File: src/rtl/pos_onehot_pkg.sv
// Shared types and helpers for the position-to-one-hot sequencer.
package pos_onehot_pkg;

  localparam int POS_W    = 3;
  localparam int ONEHOT_W = 8;

  typedef enum logic {
    IDLE,
    DRIVE
  } state_e;

  function automatic logic [ONEHOT_W-1:0] pos2onehot(input logic [POS_W-1:0] pos);
    return ONEHOT_W'(1) << pos;
  endfunction

endpackage

File: src/rtl/pos_onehot_fifo.sv
// Small FIFO of position codes with wrap-bit pointers.
// POS_ONEHOT_OCC_EN adds a registered occupancy output.
module pos_onehot_fifo
  import pos_onehot_pkg::*;
#(
  parameter int DEPTH = 4
) (
  input  logic                     clk,
  input  logic                     rst_n,
  input  logic                     push,
  input  logic                     pop,
  input  logic [POS_W-1:0]         din,
  output logic [POS_W-1:0]         dout,
  output logic                     full,
  output logic                     empty
`ifdef POS_ONEHOT_OCC_EN
  ,
  output logic [$clog2(DEPTH):0]   occ
`endif
);

  localparam int AW = $clog2(DEPTH);

  logic [AW:0]      wptr_q, wptr_d;
  logic [AW:0]      rptr_q, rptr_d;
  logic [POS_W-1:0] mem_q [DEPTH];
  logic [POS_W-1:0] mem_d [DEPTH];
  logic             do_push;
  logic             do_pop;

  // Equal index with differing wrap bits means every slot is occupied.
  assign full    = (wptr_q[AW] != rptr_q[AW]) && (wptr_q[AW-1:0] == rptr_q[AW-1:0]);
  assign empty   = (wptr_q == rptr_q);
  assign do_push = push & ~full;
  assign do_pop  = pop & ~empty;
  assign dout    = mem_q[rptr_q[AW-1:0]];

  always_comb begin
    mem_d  = mem_q;
    wptr_d = wptr_q;
    rptr_d = rptr_q;
    if (do_push) begin
      mem_d[wptr_q[AW-1:0]] = din;
      wptr_d = wptr_q + (AW+1)'(1);
    end
    if (do_pop) begin
      rptr_d = rptr_q + (AW+1)'(1);
    end
  end

  always_ff @(posedge clk or negedge rst_n) begin
    if (!rst_n) begin
      wptr_q <= '0;
      rptr_q <= '0;
      for (int i = 0; i < DEPTH; i++) begin
        mem_q[i] <= '0;
      end
    end else begin
      wptr_q <= wptr_d;
      rptr_q <= rptr_d;
      mem_q  <= mem_d;
    end
  end

`ifdef POS_ONEHOT_OCC_EN
  logic [AW:0] occ_q, occ_d;

  always_comb begin
    occ_d = occ_q;
    case ({do_push, do_pop})
      2'b10:   occ_d = occ_q + (AW+1)'(1);
      2'b01:   occ_d = occ_q - (AW+1)'(1);
      default: occ_d = occ_q;
    endcase
  end

  always_ff @(posedge clk or negedge rst_n) begin
    if (!rst_n) begin
      occ_q <= '0;
    end else begin
      occ_q <= occ_d;
    end
  end

  assign occ = occ_q;
`endif

endmodule

File: src/rtl/pos_onehot_sequencer.sv
// Replays buffered 3-bit position codes as one-hot vectors held for hold+1 cycles.
// POS_ONEHOT_OCC_EN exposes the FIFO occupancy on port occ.
module pos_onehot_sequencer
  import pos_onehot_pkg::*;
#(
  parameter int DEPTH  = 4,
  parameter int HOLD_W = 4
) (
  input  logic                     clk,
  input  logic                     rst_n,
  input  logic                     in_valid,
  output logic                     in_ready,
  input  logic [POS_W-1:0]         in_pos,
  input  logic [HOLD_W-1:0]        hold,
  output logic [ONEHOT_W-1:0]      out_onehot,
  output logic                     out_valid,
  output logic                     done
`ifdef POS_ONEHOT_OCC_EN
  ,
  output logic [$clog2(DEPTH):0]   occ
`endif
);

  logic                fifo_full;
  logic                fifo_empty;
  logic                fifo_pop;
  logic                push;
  logic                load;
  logic [POS_W-1:0]    head;

  state_e              state_q, state_d;
  logic [HOLD_W-1:0]   cnt_q, cnt_d;
  logic [ONEHOT_W-1:0] onehot_q, onehot_d;
  logic                valid_q, valid_d;
  logic                done_q, done_d;

  assign in_ready = ~fifo_full & rst_n;
  assign push     = in_valid & in_ready;

  pos_onehot_fifo #(
    .DEPTH (DEPTH)
  ) u_fifo (
    .clk   (clk),
    .rst_n (rst_n),
    .push  (push),
    .pop   (fifo_pop),
    .din   (in_pos),
    .dout  (head),
    .full  (fifo_full),
    .empty (fifo_empty)
`ifdef POS_ONEHOT_OCC_EN
    ,
    .occ   (occ)
`endif
  );

  always_comb begin
    state_d  = state_q;
    cnt_d    = cnt_q;
    onehot_d = onehot_q;
    valid_d  = valid_q;
    load     = 1'b0;
    case (state_q)
      IDLE: begin
        if (!fifo_empty) load = 1'b1;
      end
      DRIVE: begin
        if (cnt_q != '0) begin
          cnt_d = cnt_q - HOLD_W'(1);
        end else if (!fifo_empty) begin
          load = 1'b1;
        end else begin
          state_d  = IDLE;
          onehot_d = '0;
          valid_d  = 1'b0;
        end
      end
      default: state_d = IDLE;
    endcase
    if (load) begin
      state_d  = DRIVE;
      onehot_d = pos2onehot(head);
      cnt_d    = hold;
      valid_d  = 1'b1;
    end
    fifo_pop = load;
    // done is registered, so flag the upcoming cycle that will be the last of its code.
    done_d = (state_d == DRIVE) && (cnt_d == '0);
  end

  always_ff @(posedge clk or negedge rst_n) begin
    if (!rst_n) begin
      state_q  <= IDLE;
      cnt_q    <= '0;
      onehot_q <= '0;
      valid_q  <= 1'b0;
      done_q   <= 1'b0;
    end else begin
      state_q  <= state_d;
      cnt_q    <= cnt_d;
      onehot_q <= onehot_d;
      valid_q  <= valid_d;
      done_q   <= done_d;
    end
  end

  assign out_onehot = onehot_q;
  assign out_valid  = valid_q;
  assign done       = done_q;

endmodule
File: config.mk
export PLATFORM = sky130hd
export DESIGN_NAME = pos_onehot_sequencer
export DESIGN_NICKNAME = d
export VERILOG_FILES = /design/src/rtl/pos_onehot_pkg.sv /design/src/rtl/pos_onehot_fifo.sv /design/src/rtl/pos_onehot_sequencer.sv
export SDC_FILE = /design/constraint.sdc
export NUM_CORES = 1
export LEC_CHECK = 0
export ABC_AREA = 1
export CORE_UTILIZATION = 40
export DETAILED_ROUTE_END_ITERATION = 10
export PLACE_DENSITY = 0.67
export REMOVE_ABC_BUFFERS = 1
export SYNTH_ARGS = -nofsm -noshare
export SYNTH_HDL_FRONTEND = slang
export SYNTH_SLANG_ARGS = --single-unit
File: constraint.sdc
create_clock -name clk -period 1.8 [get_ports clk]
set_input_delay 0.54 -clock clk [delete_from_list [all_inputs] [get_ports clk]]
set_output_delay 0.54 -clock clk [all_outputs]
set_load 0.02 [all_outputs]
-- Yosys cells after proc, flatten, opt, wreduce, memory -nomap -nowiden
Cells that the tools add are included.
W data, S select, Z words.
- register bits: 33
- input bits: 10
- logic and storage cells: 62
- add/subtract/negate cells: 3
- $lt $le $gt $ge: 3
- equality and inequality tests: 4
- shift-type cells: 1
- mux-type cells: 23
- bitwise gates (word level): 9
- reductions and logical operators: 8
- operators by type and width (operator ; number):
    $mux W8 ; 4
    $bwmux W12 ; 1
    $mux W4 ; 3
    $mux W1 ; 9
    $mux W3 ; 3
    $shl A1 B3 Y8 const A ; 1
    $add A3 B1 Y3 const B ; 2
    $bmux W3 S2 ; 1
    $demux W3 S2 ; 1
    $ge A3 B3 Y1 const B ; 2
    $not A2 Y3 ; 2
    $and A1 B1 Y1 ; 4
    $logic_not A4 Y1 ; 1
    $reduce_bool A2 Y1 ; 2
    $reduce_bool A4 Y1 ; 1
    $sub A4 B1 Y4 const B ; 1
    $eq A3 B3 Y1 ; 1
    $logic_and A1 B1 Y1 ; 3
    $lt A3 B1 Y1 const B ; 1
    $not A1 Y1 ; 3
    $reduce_and A3 Y1 ; 1
    $eq A2 B2 Y1 ; 1
    $ne A2 B1 Y1 const B ; 1
    $pmux W1 S2 ; 1
    $ne A1 B1 Y1 ; 1

-- Depth between registers and ports, before layout
Gate-level depths: netlist of run 1.
- word-level depth: 7
- depth in mapped cells: 12
- mapped depth without buffers: 12

-- Modules after synthesis
Synthesis of run 1 repeated with hierarchy kept, for this count alone.
- cell total of the unflattened synthesis: 224
- area total of the unflattened synthesis: 1843.0 um2
- modules (own cells, without submodules) (module ; times used ; cells an instance ; area an instance (um2) ; sequential area each (um2)):
    pos_onehot_fifo ; 1 ; 121 ; 1027.2 ; 450.4
    pos_onehot_sequencer ; 1 ; 103 ; 815.8 ; 375.4

-- Least setup slack after synthesis of run 1
No wires, ideal clock.
- path type: flip-flop to output port
- from: register u_fifo.rptr_q[0]
- to: output port in_ready
- data arrival time: 0.944 ns
- data required time: 1.260 ns
- path slack: 0.316 ns
- stages on the path, launching flop included: 8
- cell sequence: dfrtp_1 > buf_6 > inv_8 > nand2_2 > nand2_4 > nand4_4 > nand2_1 > inv_1
- cells in the longest elaborated chain, start to end: 4
- RTL lines (item ; line ; RTL):
    start: declaration ; pos_onehot_fifo.sv:25 ; logic [AW:0] rptr_q, rptr_d;
    start signal: assignment ; pos_onehot_fifo.sv:60 ; rptr_q <= rptr_d;
    $eq A2 B2 Y1 ; pos_onehot_fifo.sv:32 ; assign full = (wptr_q[AW] != rptr_q[AW]) && (wptr_q[AW-1:0] == rptr_q[AW-1:0]);
    $logic_and A1 B1 Y1 ; pos_onehot_fifo.sv:32 ;
    $not A1 Y1 ; pos_onehot_sequencer.sv:37 ; assign in_ready = ~fifo_full & rst_n;
    $and A1 B1 Y1 ; pos_onehot_sequencer.sv:37 ;
    end: declaration ; pos_onehot_sequencer.sv:12 ; output logic in_ready,
No other way between the ends.

-- Worst setup path after layout of run 1
Same ends and word-level chain as after synthesis.

==> results of run 1 <==
## cells in the mapped netlist
master	number
nor3_1	2
buf_6	1
nand4_4	1
dfrtp_1	33
nor2_4	4
inv_2	7
or2_2	2
ha_1	6
nor2_1	6
inv_8	1
nand2_1	89
nand2_8	1
inv_6	1
xor2_1	3
nand2_4	4
nand3_2	1
nand3_4	2
nand4_1	1
inv_1	20
o21ai_1	2
a21oi_1	1
nand3_1	13
o21ai_0	7
nor2_2	2
nand2_2	7
## path summary, 6_finish.rpt
path | cells after the start | slack (ns) | end | start
worst max-delay path | 7 | 0.03 | in_ready | u_fifo.rptr_q[0]
worst min-delay path | 2 | 0.40 | u_fifo.wptr_q[1] | rst_n
worst max register to register | 9 | 0.25 | done | cnt_q[1]
worst min register to register | 2 | 0.47 | u_fifo.mem_q[0] | u_fifo.mem_q[0]
max in group asynchronous | 2 | 1.14 | u_fifo.rptr_q[0] | rst_n
min in group clk | 2 | 0.47 | u_fifo.mem_q[0] | u_fifo.mem_q[0]
## cell families after synthesis
logic type	Yosys count	share of synthesized area
simple gates	135	0.381
flops	33	0.461
buf+inv	30	0.0740
compound gates	10	0.0279
fa+ha+maj	6	0.0419
xor+xnor	3	0.0147
## flip-flops by register name, summed over array words and instances (netlist names)
register and count:
done 1, u_fifo.mem_q 12, u_fifo.rptr_q 3, cnt_q 4, u_fifo.wptr_q 3, state_q 1
out_valid 1, out_onehot 8
## placed cells by master, fill, tap and decap left out, drive strengths merged
master	n
nand3	16
dlygate4sd2	1
nor2	12
xor2	3
ha	6
nor3	2
o21ai	9
bufinv	1
inv	29
nand2	101
clkbuf	7
nand4	2
dlymetal6s2s	8
buf	20
dfrtp	33
clkdlybuf4s50	10
or2	2
a21oi	1
## through the flow
step | setup WS, ns | util
3_3_place_gp | -0.445 | 0.524
6_report | 0.0322 | 0.563
3_5_place_dp | -0.445 | 0.524
4_1_cts | 0.00175 | 0.554
5_1_grt | -0.0445 | 0.563
2_1_floorplan | 0.260 | -
## layer usage
layer	up-vias	part of all wire
met5	-	0
li1	760	-
met3	2	0.038
met1	649	0.49
met4	0	0.0092
met2	21	0.46
## timing repair
action | CTS | global route
endpoints found under the setup margin | 15 | 9
gates resized for setup | 9 | 11
pin swaps | 0 | 2
buffers inserted | 1 | 1
## critical path: cells and delay by family, from the launching register on
family | cells | cell delay (ns)
simple gates | 4 | 0.25
buf+inv | 3 | 0.23
flops | 1 | 0.46
## power by group
part	internal (mW)	switching, mW
clock network	0.451	0.258
registers	1.04	0.209
logic	0.925	1.28
total	2.42	1.75
## area by class of cell
class | instances | area, sq um
Multi-Input combinational cell | 154 | 840
Inverter | 29 | 121
Clock buffer | 7 | 86.3
Fill cell | 394 | 1810
Clock inverter | 1 | 30.0
Sequential cell | 33 | 827
Timing Repair Buffer | 39 | 367
Tap cell | 50 | 62.6
==> results.txt, run 1 <==
* Worst-path fanout max: 3
* Met2 GRT Util: 0.258
* Count of endpoints failing hold in the final timing report: 0
- Clock tree synthesis inserted a total of 5 buffers.
- Summed over all failing endpoints, the final setup total negative slack is 0 ns.
* Largest net degree at the start of global routing: 35
- The cell sitting at the root of the clock tree is a clkbuf_8.
- PortBufs: 20
- The region available for standard cell placement spans around 0.0041 sq mm.
- Routed wire per std cell: approximately 11 um
- Setup-violating endpoint count in the final report: 0
- Distinct cell type count after synthesis: 25
- The die covers around 0.0048 sq mm.
- Post-placement cell area: between 0.002 and 0.0025 sq mm
* GR met1 Demand/Resource: 0.210
- Maximum clock frequency: ~0.57 GHz
- Outcome: complete, no violations
- Setup repair after global routing could not meet its margin everywhere.
* Global route hottest layer: met2
- The routed layout has between 1,000 and 1,500 vias.
- Design area: around 0.0023 sq mm
- STA classifies the critical path startpoint as a flip-flop.
- Pre-Repair DR Iteration Count: 4
* Warning count from the yosys run: 0
- GR met3 Demand/Resource: 0.0510
* DRC violation count after routing: 0
- Leading post-synthesis cells by cell area: dfrtp_1 46%, nand2_1 19%, ha_1 4.2%
- Relative slew slack: 0.789
* Final hold slack: ~0.4 ns
- Period utilization: 0.982
* Clk slew on worst S/H paths: around 0.07 ns
* Dpl cells: a little over 300
- Type of element capturing the critical path: output pin
* Final wirelength: 3360 um
- The number of slew-limit violations in the final report was 0.
- Ratio of cells with drive above 1 in the final layout: 0.240
- Synth Register Bits: 33
- Initial Util: 0.433
- Averaged over all synthesized cells, the footprint is about 8.3 sq um.
- P per Cell Area: approximately 1800 mW/mm^2
- In the routed layout, each cell is associated on average with a via count of about 4.6.
* Number of buffers inserted for hold repair after clock tree synthesis: 0
* Layout area overhead: 30.1%
- HPWL Detailed: about 2500 um
- Once detail routing completed, the nets flagged for antenna violations numbered 0.
- The design draws roughly 4.2 mW.
* CTS tree: yes
* Largest stage delay on the critical path: 0.46 ns
- The share of the Yosys chip area taken by registers is 0.461.
- The floorplan step set the die width to approximately 69 um.
- CTS built an H-tree with a depth of 2.
* Class of the most critical hold timing path: in -> async
- The finished layout holds about 310 standard cells, fillers aside.
- Diode insertion count for antenna repair: 0
- The share of synthesized area in the top cell type comes to 0.461.
- Summed over all cells, the static leakage comes to 1.30 nW.
- At the end of the flow, the number of nets in the layout was ~280.
- On the critical path, the stage with the largest delay is an instance of dfrtp_2.
- The setup path with the least slack is of type reg -> out.
- Worst-skew pair later-pin latency: roughly 0.28 ns
- Across the run, the number of max-cap violations was 0.
- Cell Area, Synth: roughly 0.0018 sq mm
* Fin Clk Skew: approximately 0.0033 ns
* Sink Count: 33
* Final Critical Period: ~1.8 ns
* Global route overflow: 0
- Transition time at the pin with the least slew margin: 0.316 ns
- Global-route wire length before repair: approximately 5600 um
- Number of antenna violations at the first check in global routing: 0
- After the first detailed-routing iteration, the DRC count stood at 82.
- Synthesis handed over a netlist of about 220 instances.
- The congestion estimate from routability-driven global placement came to between 0.7 and 0.8.
* Boundary pin count: 21
- Across every metal layer, demand over resource in global routing totals 0.164.
- The via count of the first global-routing pass was 1,251.
* Overall die height: slightly below 70 um
- At the worst endpoint, the required time is 1.26 ns.
- Clock Tree Buf Depth: 2
* Placement Rows: 23
- Library cell appearing most often on the critical path: nand2_4
* Peak supply drop: between 0.8 and 0.9 mV
- The biggest area contributor in the post-synthesis netlist is dfrtp_1.
- STA puts the critical path data arrival time at around 1.2 ns.
- CP Cell Sequence: inv_8, nand2_4, nand2_4, nand4_4, nand2_1, inv_1, buf_6
Note: power is estimated with default switching activity, not from simulation.
==> inputs of run 2 (changes only) <==
--- a/config.mk
+++ b/config.mk
@@ -8,6 +8,7 @@
 export ABC_AREA = 1
 export CORE_UTILIZATION = 40
 export DETAILED_ROUTE_END_ITERATION = 10
+export GPL_TIMING_DRIVEN = 0
 export PLACE_DENSITY = 0.67
 export REMOVE_ABC_BUFFERS = 1
 export SYNTH_ARGS = -nofsm -noshare
==> results.txt, run 2 (synthesis gave the netlist of run 1 again) <==
- Category of the most critical setup path: reg -> out
* GR met1 Demand/Resource: 0.204 (-0.00554)
* Net total in the final layout: 272 (-2.2%)
- The post-layout worst setup margin was -0.00756 ns (-0.0398 ns).
* Arrival time at the worst endpoint: 1.27 ns (+0.04 ns)
* RSZ-0062 raised after global routing: true
- P per Cell Area: 1780 mW/mm^2 (-0.12%)
* Max FFs per register: 12 (unchanged)
- Global-route wire length before repair: 5380 um (-3.1%)
- The number of buffers created by CTS was 5 (unchanged).
- The achievable clock frequency came to 0.553 GHz (-2.2%).
- Worst-path fanout max: 4 (+1)
* CP Cell Sequence: inv_8, nand2_4, nand2_4, nand4_4, nand2_2, inv_2, buf_6
- Most common cell after layout, fill and taps aside: nand2_1
* Global route overflow: 0 (unchanged)
- Ratio of cells with drive above 1 in the final layout: 0.238 (-0.00126)
- The insertion delay of the later-clocked pin in the worst-skew pair came to 0.28 ns (about the same).
- Data required time at the worst endpoint: 1.26 ns (about the same)
* Boundary pin count: 21 (unchanged)
- The number of setup violations in the final report is 1 (+1).
- The final worst hold slack was 0.139 ns (-0.258 ns).
- Final wirelength: 3300 um (-1.7%)
- Cell leakage power: 1.24 nW (-4.0%)
* PortBufs: 20 (unchanged)
- Maximum level of the CTS H-tree: 2 (unchanged)
- Clk slew on worst S/H paths: 0.07 ns (about the same)
* Period utilization: 1.00 (+0.0221)
- The half-perimeter wire length after placement is 2340 um (-7.1%).
- From synthesis to final layout, the design area changed by 27.1%.
* CTS tree: yes
- Die extent in x: 69.0 um (unchanged)
* Critical Path Source Type: flip-flop
* Standard cell with the maximum stage delay on the critical path: dfrtp_2
- The met2 usage came to 0.251 (-0.00728).
- Following the worst setup path forward leads to its endpoint at in_ready.
- The worst relative slew slack came to 0.779 (-0.00962).
* Pre-CTS setup slack: -0.738 ns (-0.293 ns)
- Peak supply drop: 0.760 mV (-8.2%)
- Count of endpoints failing hold in the final timing report: 0 (unchanged)
- Total number of vias: 1,413 (-1.3%)
* Filler Cell Count: 394 (unchanged)
- The number of sinks driven by the clock tree came to 33 (unchanged).
* Design area: 0.00228 sq mm (-2.4%)
- Library cell appearing most often on the critical path: nand2_4
- The transition time at the pin with the least slew margin was 0.331 ns (+0.0144 ns).
- The register area came to 828 sq um (+0.15%).
- DRC violation count after routing: 0 (unchanged)
- Violations in the final reports: negative setup slack
- The max-cap violation count is 0 (unchanged).
* Largest stage delay on the critical path: 0.48 ns (+0.02 ns)
- The global placer's final weighted congestion is 0.765 (-2.2%).
- The vertical die dimension was 69.0 um (unchanged).
- Worst Reg2Reg Path Length in Cells: 10 (+1)
- Multi-input combinational cell area: 842 sq um (+0.30%)
- Number of global-route vias before repair: 1,235 (-1.3%)
- Register with the most flip-flops: u_fifo.mem_q
- In the layout the commonest cells are 88 x nand2_1, 31 x dfrtp_1, 17 x inv_1.
- GR met3 Demand/Resource: 0.0411 (-0.00987)
- Crit. path cell count: 7 (unchanged)
* Reg-to-Reg Start: cnt_q[0]
- The number of DRC markers after the initial detailed-route iteration is 117 (+43%).
- Sum of buffers and inverters on the critical path: 3 (unchanged)
* RR Endpoint: done
- Critical path launch point: u_fifo.rptr_q[0]
* Clock Tree Buf Depth: 2 (unchanged)
- Class of the most critical hold timing path: in -> async
- Global route hottest layer: met2
* Routed wire per std cell: 10.8 um (+0.52%)
- Standard cell core area: 0.00414 sq mm (unchanged)
- The sum of internal, switching and leakage power is 4.07 mW (-2.5%).
* Post-placement cell area: 0.00204 sq mm (-6.1%)
- The detailed-routing iteration count for the pre-antenna-repair pass is 4 (unchanged).
- The flop-to-flop setup slack was 0.18 ns (-0.07 ns).
- Via count normalized by instance count: 4.62 (+0.93%)
- The residual antenna-violating net count after detailed routing is 0 (unchanged).
- Placement Rows: 23 (unchanged)
* Final Critical Period: 1.81 ns (+0.0398 ns)
- Number of slew-limit violations in the final report: 0 (unchanged)
* Diode insertion count for antenna repair: 0 (unchanged)
* Fin Clk Skew: 0.00163 ns (-0.00166 ns)
- Number of buffers inserted for hold repair after clock tree synthesis: 0 (unchanged)
- Area enclosed by the die boundary: 0.00475 sq mm (unchanged)
- Crit-path leading delay family: flip-flops
- Initial Util: 0.433 (unchanged)
- Type of element capturing the critical path: output pin
- Root Buffer Master: clkbuf_8
- The global-route total usage across every layer came to 0.158 (-0.00644).
- The largest net degree at the start of global routing is 36 (+2.9%).
* Number of antenna violations at the first check in global routing: 0 (unchanged)
- Outcome: complete, but fails checks
-- run 2: changes by cell type in the layout (fill, tap and decap cells not counted), sizes merged --
cell / previous run / this run
dlymetal6s2s: 8 / 7
clkbuf: 7 / 5
dlygate4sd2: 1 / 0
clkdlybuf4s50: 10 / 11
clkinv: 0 / 1
buf: 20 / 15
-- run 2: area by class of cell --
cell class,count,share of cell area
clock inverter,2,0.0154
tap,50,0.0275
inverter,29,0.0544
sequential,33,0.364
clock buffer,5,0.0302
multi-input combinational,154,0.370
timing repair buffer,33,0.139
-- run 2: layer usage --
layer / up-vias / wire [um] / part of all wire
met5: - / 0 / 0
met4: 0 / 29 / 0.0088
met3: 5 / 137 / 0.042
met2: 21 / 1550 / 0.47
met1: 648 / 1590 / 0.48
li1: 739 / - / -
-- run 2: worst min path at each step --
stage | from | to | slack [ns] | depth (start not counted)
floorplan | rst_n | cnt_q[0] | 0.24 | 0
global placement | u_fifo.mem_q[1] | u_fifo.mem_q[1] | 0.46 | 2
detailed placement | u_fifo.mem_q[9] | u_fifo.mem_q[9] | 0.46 | 2
CTS | rst_n | u_fifo.mem_q[4] | 0.22 | 1
global route | rst_n | u_fifo.mem_q[7] | 0.16 | 1
finish | rst_n | u_fifo.wptr_q[0] | 0.14 | 1
-- run 2: per-stage QoR --
| step | instances | utilization | setup TNS, ns |
|---|---|---|---|
| finish | 306 | 0.550 | -0.00756 |
| global placement | 286 | 0.493 | -42.36 |
| detailed placement | 286 | 0.492 | -3.53 |
| CTS | 301 | 0.535 | -0.0289 |
| floorplan | 216 | - | 0 |
| global route | 306 | 0.550 | -0.0616 |
-- run 2: report_power, final --
group / internal [mW] / switching, mW / total (mW)
combinational: 0.868 / 1.27 / 2.14
clock: 0.402 / 0.262 / 0.664
sequential: 1.05 / 0.220 / 1.27
-- run 2: timing repair --
| item | in CTS | in global routing |
|---|---|---|
| resized for setup | 13 | 10 |
| hold endpoints to repair | 0 | 0 |
| buffers inserted | 8 | 5 |
| pin swaps | 1 | 2 |
| endpoints found under the setup margin | 1 | 8 |
-- run 2: worst reg2reg max path: cells and delay by family, from the launching register on --
| family | cells | cell delay [ns] |
|---|---|---|
| simple gates | 7 | 0.73 |
| buf+inv | 2 | 0.26 |
| flops | 1 | 0.36 |
| fa+ha+maj | 1 | 0.21 |
